File: config.mk
export PLATFORM = sky130hd
export DESIGN_NAME = flash_addr_ctrl
export DESIGN_NICKNAME = d
export VERILOG_FILES = /design/src/rtl/flash_addr_pkg.sv /design/src/rtl/flash_addr_ctrl.sv
export SDC_FILE = /design/constraint.sdc
export NUM_CORES = 1
export LEC_CHECK = 0
export CAP_MARGIN = 20
export CORE_ASPECT_RATIO = 0.6
export CORE_MARGIN = 1
export CORE_UTILIZATION = 32
export DETAILED_ROUTE_END_ITERATION = 8
export HOLD_SLACK_MARGIN = 0.1
export PLACE_DENSITY = 0.62
export SLEW_MARGIN = 0
export SYNTH_ARGS = -nofsm -noshare
export SYNTH_HDL_FRONTEND = slang
export SYNTH_SLANG_ARGS = --single-unit
File: constraint.sdc
create_clock -name CLK_50M -period 4 [get_ports CLK_50M]
set_input_delay 0.4 -clock CLK_50M [delete_from_list [all_inputs] [get_ports CLK_50M]]
set_output_delay 0.4 -clock CLK_50M [all_outputs]
set_load 0.01 [all_outputs]
File: src/rtl/flash_addr_pkg.sv
// flash_addr_pkg: shared state type, width and default region bounds for flash_addr_ctrl
package flash_addr_pkg;
  localparam int FA_ADDR_W = 23;
  localparam logic [FA_ADDR_W-1:0] FA_START_ADDR = 23'h0;
  localparam logic [FA_ADDR_W-1:0] FA_END_ADDR = 23'h7FFFF;
  typedef enum logic [1:0] {IDLE, UPDATE, ACK, WAIT_LOW} fa_state_e;
endpackage

File: src/rtl/flash_addr_ctrl.sv
// flash_addr_ctrl: steps a wrapping flash word address forward/backward, one step per new_addr handshake
// Ports: CLK_50M clock; RST_N sync active-low reset; new_addr level request; direction 1=fwd 0=bwd;
//        restart pulse reloads the start point; flash_addr current address; addr_out one-cycle ack;
//        wrapped one-cycle pulse with addr_out when the step wrapped around the region.
module flash_addr_ctrl
  import flash_addr_pkg::*;
#(
  parameter int ADDR_W = FA_ADDR_W,
  parameter logic [ADDR_W-1:0] START_ADDR = ADDR_W'(FA_START_ADDR),
  parameter logic [ADDR_W-1:0] END_ADDR = ADDR_W'(FA_END_ADDR)
) (
  input  logic              CLK_50M,
  input  logic              RST_N,
  input  logic              new_addr,
  input  logic              direction,
  input  logic              restart,
  output logic [ADDR_W-1:0] flash_addr,
  output logic              addr_out,
  output logic              wrapped
);
  fa_state_e r_state, w_state_nx;
  logic [ADDR_W-1:0] r_addr, w_addr_nx;
  logic r_wrap, w_wrap_nx;
  logic w_wrap_hit;
  assign w_wrap_hit = direction ? (r_addr == END_ADDR) : (r_addr == START_ADDR);
  always_comb begin
    w_state_nx = r_state;
    w_addr_nx = r_addr;
    w_wrap_nx = r_wrap;
    if (restart) begin
      w_state_nx = IDLE;
      w_addr_nx = direction ? START_ADDR : END_ADDR;
      w_wrap_nx = 1'b0;
    end else begin
      unique case (r_state)
        IDLE: w_state_nx = new_addr ? UPDATE : IDLE;
        UPDATE: begin
          w_state_nx = ACK;
          w_wrap_nx = w_wrap_hit;
          w_addr_nx = direction ? (w_wrap_hit ? START_ADDR : r_addr + ADDR_W'(1))
                                : (w_wrap_hit ? END_ADDR : r_addr - ADDR_W'(1));
        end
        ACK: w_state_nx = WAIT_LOW;
        WAIT_LOW: w_state_nx = new_addr ? WAIT_LOW : IDLE;
      endcase
    end
  end
  always_ff @(posedge CLK_50M) begin
    if (!RST_N) begin
      r_state <= IDLE;
      r_addr <= START_ADDR;
      r_wrap <= 1'b0;
    end else begin
      r_state <= w_state_nx;
      r_addr <= w_addr_nx;
      r_wrap <= w_wrap_nx;
    end
  end
  assign flash_addr = r_addr;
  assign addr_out = (r_state == ACK);
  assign wrapped = (r_state == ACK) && r_wrap;
endmodule
# After elaboration in Yosys (flattened, before gate mapping)
# Cells that the tools add are included.
totals:
  reg_bits: 26
  out_inout_bits: 25
classes:
  addsub: 2
  n_eq_ne: 4
  muxes: 10
  n_bitwise: 1
  reduce_logical: 5
ops:
  columns: ["operator", "count"]
  rows:
  - ["23-bit two-way mux", 5]
  - ["23-bit by 1-bit adder with 23-bit output (second input constant)", 1]
  - ["23-bit by 19-bit equality test with 1-bit output (second input constant)", 1]
  - ["23-bit zero test", 1]
  - ["23-bit by 1-bit subtractor with 23-bit output (second input constant)", 1]
  - ["19-bit two-way mux", 1]
  - ["2-bit one-hot mux with 4 select lines", 1]
  - ["2-bit equality test (second input constant)", 2]
  - ["2-bit by 1-bit equality test with 1-bit output (second input constant)", 1]
  - ["2-bit zero test", 1]
  - ["1-bit two-way mux", 2]
  - ["2-bit two-way mux", 1]
  - ["2-bit nonzero test", 1]
  - ["2-bit OR reduction", 1]
  - ["1-bit logical AND", 1]
  - ["1-bit NOT", 1]

# Longest topological paths before layout
# Gate-level depths: netlist of run 1.
logic_depth:
  ltp_word: 6
  ltp_mapped: 9

# Worst setup path after synthesis of run 1
# No wires, ideal clock.
synth_path:
  kind: "register to register"
  start: "reg r_addr[12], in the netlist flash_addr[12]"
  end: "reg r_addr[20], in the netlist flash_addr[20]"
  setup_time_ns: 0.137
  arrival_ns: 2.275
  t_required_ns: 3.863
  slack_ns: 1.588
  stages_incl_launch_ff: 10
  cell_sequence: "dfxtp_1 buf_6 or4_1 or4_4 buf_6 o22ai_1 buf_2 nor2_1 a21oi_1 a31oi_1"
synth_via:
  elab_chain_len: 6
  elab_cells_between_ends: 10
synth_lines:
  columns: ["element", "line_no", "rtl"]
  rows:
  - ["from (decl)", "flash_addr_ctrl.sv:22", "logic [ADDR_W-1:0] r_addr, w_addr_nx;"]
  - ["from (signal assigned)", "flash_addr_ctrl.sv:55", "r_addr <= w_addr_nx;"]
  - ["parallel branches: the longest is 3 deep, another holds 23-bit by 1-bit subtractor with 23-bit output", null, null]
  - ["23-bit two-way mux *", "flash_addr_ctrl.sv:40", "w_addr_nx = direction ? (w_wrap_hit ? START_ADDR : r_addr + ADDR_W'(1))"]
  - ["23-bit two-way mux *", "flash_addr_ctrl.sv:35", "unique case (r_state)"]
  - ["23-bit two-way mux *", "flash_addr_ctrl.sv:30", "if (restart) begin"]
# Mark *: on every way between the ends. The select of a mux whose other input is x is not followed.
# A chain may end at the register's enable or synchronous reset.

# Worst setup path after layout of run 1
layout_path:
  start: "reg r_addr[4], in the netlist flash_addr[4]"
  end: "reg r_addr[17], in the netlist flash_addr[17]"
# Same word-level chain as after synthesis.

==> flow_summary.toml, run 1 <==
[floorplan]
die_area_sq_um = 7240
start_util = 0.330
die_height_um = 66.3
rows = 23
die_width_um = 109
core_area_sq_um = 6680
io_pins = 30

[synth]
synth_cell_types = 56
synth.top_cell.area_share = 0.236
syn_nets = 321
yosys_warnings = 0
synth_largest_area_cell = "dfxtp_1"
syn_area_per_cell_sq_um = 7.05
syn_area_sq_um = 2210
synth_edf_count = 0
synth_ff_type = "dfxtp_1"
synth-seq-area-share = 0.236
ys_ff_latch = 26
syn-instance-count = 313
synthTopCellsByArea = "dfxtp_1, o21ai_0, a21oi_1, nor2_1, nand2_1"
synthArstFlopShare = 0

[route]
ant_nets = 0
postRouteWirelength_um = 7820
firstDrtPassIters = 5
drc = 0
drt-wirelength-per-cell_um = 19.1
vias_per_cell = 6.30
drt_iter0_markers = 419
route.vias.total = 2585

[finish]
fin_util = 0.388
antenna_cells = 0
drive_above_1_share = 0.0588
areaGrowthSynthToFinish_pct = 17.6
nets = 333

[run_status]
status = "complete, no violations"

[clocking]
clock-sinks = 26
cts_setup_buffers = 0
cts_resized = 0
cts_buffers = 3
hold_buffers = 0
h-tree-depth = 1
cts_buffer_depth = 2
tritoncts = "built"
root_buffer = "clkbuf_16"
cts.clk_slew.worst_paths_ps = 70
clk_latency_ps = 270

[critical_path]
path_max_fanout = 12
reg2reg_to = "flash_addr[17]"
cp-end-kind = "flip-flop"
startpoint_type = "flip-flop"
reg2regPathDepth = 6
startpoint = "flash_addr[4]"
cp.arrival_ps = 3290
cp.required_ps = 4200
regToRegSetupSlack_ps = 900
r2r-start = "flash_addr[4]"
crit_type = "reg2reg"

[placement]
place_ws_ps = 950
io_buffers = 29
place_hpwl_um = 5840
gp_congestion = 0.963

[sta]
drv_slew = 0
slew_headroom = 0.419
worst_pin_slew_ps = 871
fin_tns_setup_ps = 0
fmax_mhz = 323
fin_crit_sh = 0.774
fin_crit_ps = 3100
setup_slack_ps = 905
skew_ps = 2.68
rsz0062_at_grt = "false"
hold_viol = 0
setup_violations = 0

[hold_path]
worstHoldStart = "r_wrap"
worstHoldPathCells = 2
holdPathEnd = "r_wrap"
min_path_type = "reg2reg"

[power_and_ir_drop]
total_leakage_power_nw = 0.873
ir_drop_uv = 180
power_density_nw_per_um2 = 312
finalPower_mw = 0.809

[run]
maxCapViolCount = 0

[grt]
overflow = 0
grt_pass1_vias = 2211
track_usage = 0.224
grt_first_pass_wirelength_um = 12300
grt_max_degree = 25
antenna_found_initial = 0
[registers in the layout, summed over array words and instances, names as in the netlist]
register / count
r_wrap: 1
r_state: 2
flash_addr: 23
[Yosys cell counts, drive strengths merged (4+ instances only)]
| cell | number |
|---|---|
| nor2 | 27 |
| a21oi | 23 |
| dfxtp | 26 |
| nand2b | 5 |
| buf | 5 |
| nor4 | 10 |
| xnor2 | 5 |
| o21ai | 28 |
| or4 | 5 |
| a31oi | 11 |
| clkbuf | 21 |
| a211oi | 5 |
| nand3 | 16 |
| and3 | 4 |
| nand2 | 25 |
| nand4 | 10 |
| xor2 | 8 |
| inv | 9 |
| or3 | 4 |
| nor3 | 14 |
| nor2b | 7 |
[cells by family after synthesis]
group,Yosys count,share of synthesized area
xor gates and xnor gates,13,0.0516
adders and majority gates,3,0.0170
buffers and inverters,35,0.0681
muxes,1,0.00510
AOI/OAI and AO/OA,98,0.289
DFF,26,0.236
and+or+nand+nor,137,0.333
[power by group]
| part | switching, mW | leakage, nW | internal, mW | total, mW |
|---|---|---|---|---|
| clock network | 0.103 | 0.0370 | 0.133 | 0.236 |
| logic | 0.128 | 0.622 | 0.107 | 0.234 |
| registers | 0.0580 | 0.214 | 0.280 | 0.338 |
| total | 0.288 | 0.873 | 0.520 | 0.809 |
[worst max-delay path, cell delays in order (launching register included)]
cell and delay [ps]:
dfxtp_1 420, or4_1 700, or4_4 620, o22ai_1 720, nor3_1 190, nor3b_1 200, nor3_1 170
[worst max path at each step]
stage	endpoint	depth (start not counted)
detailed placement	flash_addr[17]	6
floorplan	flash_addr[20]	9
CTS	flash_addr[17]	6
finish	flash_addr[17]	6
global route	flash_addr[17]	6
global placement	flash_addr[17]	6
[cell usage in the layout, fill, tap and decap left out, drive strengths merged, types with 3 or more instances in the layout]
cell type	n
a211o	3
a211oi	5
a21oi	23
a221oi	3
a31o	3
a31oi	11
and3	4
and4	3
buf	4
clkbuf	3
clkdlybuf4s50	29
dfxtp	26
ha	3
inv	9
nand2	25
nand2b	5
nand3	16
nand4	10
nor2	27
nor2b	7
nor3	14
nor4	10
o21ai	28
o31ai	3
or3	4
or4	5
xnor2	5
xor2	8
[layout make-up]
class | count | area [sq um]
Multi-Input combinational cell | 252 | 1540
Sequential cell | 26 | 520
Clock buffer | 3 | 75.1
Tap cell | 87 | 109
Timing Repair Buffer | 33 | 320
Fill cell | 739 | 4080
Inverter | 9 | 33.8
[through the flow]
stage	instance area, sq um	hold slack [ps]	instances
2_1_floorplan	2210	429	313
3_3_place_gp	2520	441	407
3_5_place_dp	2520	450	407
4_1_cts	2590	461	410
5_1_grt	2590	479	410
6_report	2590	454	410
[routing by layer]
metal | part of all wire | track usage
met5 | 0 | 0
met2 | 0.36 | 0.281
met1 | 0.50 | 0.368
met4 | 0.0093 | 0.0233
met3 | 0.13 | 0.0571
Note: power is estimated with default switching activity, not from simulation.
==> inputs of run 2 (changes only) <==
Settings changed: PLACE_DENSITY 0.62 to 0.64.
Clock period 4 ns to 2.6 ns, I/O delays scaled along.
==> run 2 against run 1 <==
  * Maximum frequency is 24% higher
  * Core utilization rose by 3.6 points
  * Register-to-register slack lost 800 ps
  * Clock power rose by 66%
  * Via count increased by 3.2%
==> flow_summary.toml, run 2 (synthesized netlist as in run 1, its figures left out) <==
[critical_path]
cp-end-kind = "flip-flop"
crit_type = "reg2reg"
cp.arrival_ps = 2630
startpoint_type = "flip-flop"
regToRegSetupSlack_ps = 110
reg2regPathDepth = 6
r2r-start = "flash_addr[11]"
path_max_fanout = 12
reg2reg_to = "flash_addr[22]"
cp.required_ps = 2740

[route]
vias_per_cell = 6.06
drc = 0
firstDrtPassIters = 5
route.vias.total = 2668
drt-wirelength-per-cell_um = 18.2
drt_iter0_markers = 451
ant_nets = 0
postRouteWirelength_um = 8000

[finish]
nets = 362
antenna_cells = 0
areaGrowthSynthToFinish_pct = 28.4
largest_reg_flops = 23
drive_above_1_share = 0.142
fin_util = 0.424
final_common_cell = "buf_4"
final_cell_mix = "buf_4, clkdlybuf4s50_1, nor2_1, dfxtp_1, nand2_1"
stdcell_count = 440

[hold_path]
holdPathEnd = "r_wrap"
min_path_type = "reg2reg"
worstHoldStart = "r_wrap"
worstHoldPathCells = 2

[sta]
fin_crit_ps = 2490
skew_ps = 9.16
fmax_mhz = 402
slew_headroom = 0.549
fin_crit_sh = 0.958
whs_ps = 464
hold_viol = 0
drv_slew = 0
rsz0062_at_grt = "false"
setup_violations = 0
worst_pin_slew_ps = 672
fin_tns_setup_ps = 0

[clocking]
tritoncts = "built"
cts_buffer_depth = 2
cts_buffers = 3
clock-sinks = 26
clk_latency_ps = 270
h-tree-depth = 1
cts.clk_slew.worst_paths_ps = 70
cts_setup_buffers = 0
root_buffer = "clkbuf_16"
hold_buffers = 0
cts_resized = 0

[run_status]
status = "complete, no violations"

[floorplan]
start_util = 0.330
rows = 23
die_height_um = 66.3
die_area_sq_um = 7240
core_area_sq_um = 6680
io_pins = 30
die_width_um = 109

[grt]
antenna_found_initial = 0
grt_max_degree = 23
overflow = 0
track_usage = 0.230
grt_first_pass_wirelength_um = 12600
grt_pass1_vias = 2321

[placement]
io_buffers = 29
dp.cells = 436
gp_congestion = 0.962
place_hpwl_um = 6000

[run]
maxCapViolCount = 0

[power_and_ir_drop]
power_density_nw_per_um2 = 468
ir_drop_uv = 333
finalPower_mw = 1.33
total_leakage_power_nw = 1.03
run 2: final cells by class:
cell class | count | area [sq um]
Fill cell | 709 | 3840
Tap cell | 87 | 109
Sequential cell | 26 | 520
Multi-Input combinational cell | 252 | 1540
Clock buffer | 4 | 88.8
Timing Repair Buffer | 62 | 538
Inverter | 9 | 33.8
run 2: report_power, final:
group          switching, mW  total (mW)  leakage (nW)  internal (mW)
clock                  0.155       0.392        0.0442          0.236
combinational          0.248       0.451         0.770          0.202
sequential            0.0518       0.483         0.214          0.431
run 2: through the flow:
| step | setup WS [ps] | instance area [sq um] |
|---|---|---|
| floorplan | 188 | 2210 |
| global placement | 176 | 2740 |
| detailed placement | 119 | 2740 |
| CTS | 122 | 2830 |
| global route | 10.0 | 2830 |
| finish | 110 | 2830 |
run 2: how the worst max path moves through the flow:
stage	from	endpoint	depth (start not counted)
6_report	flash_addr[11]	flash_addr[22]	6
5_1_grt	flash_addr[11]	flash_addr[22]	6
4_1_cts	flash_addr[11]	flash_addr[22]	6
3_5_place_dp	flash_addr[11]	flash_addr[22]	6
3_3_place_gp	flash_addr[4]	flash_addr[22]	6
2_1_floorplan	flash_addr[12]	flash_addr[20]	9
run 2: worst max-delay path: stages (launching register included):
cell	delay, ps
dfxtp_1	310
or4_1	560
or4_4	660
or3_4	420
o31ai_2	200
or3_1	140
a31oi_1	80
run 2: per-layer routing:
| layer | share of wire | global-route usage |
|---|---|---|
| met3 | 0.11 | 0.0493 |
| met4 | 0.017 | 0.0517 |
| met5 | 0.0045 | 0.0476 |
| met2 | 0.38 | 0.301 |
| met1 | 0.48 | 0.361 |
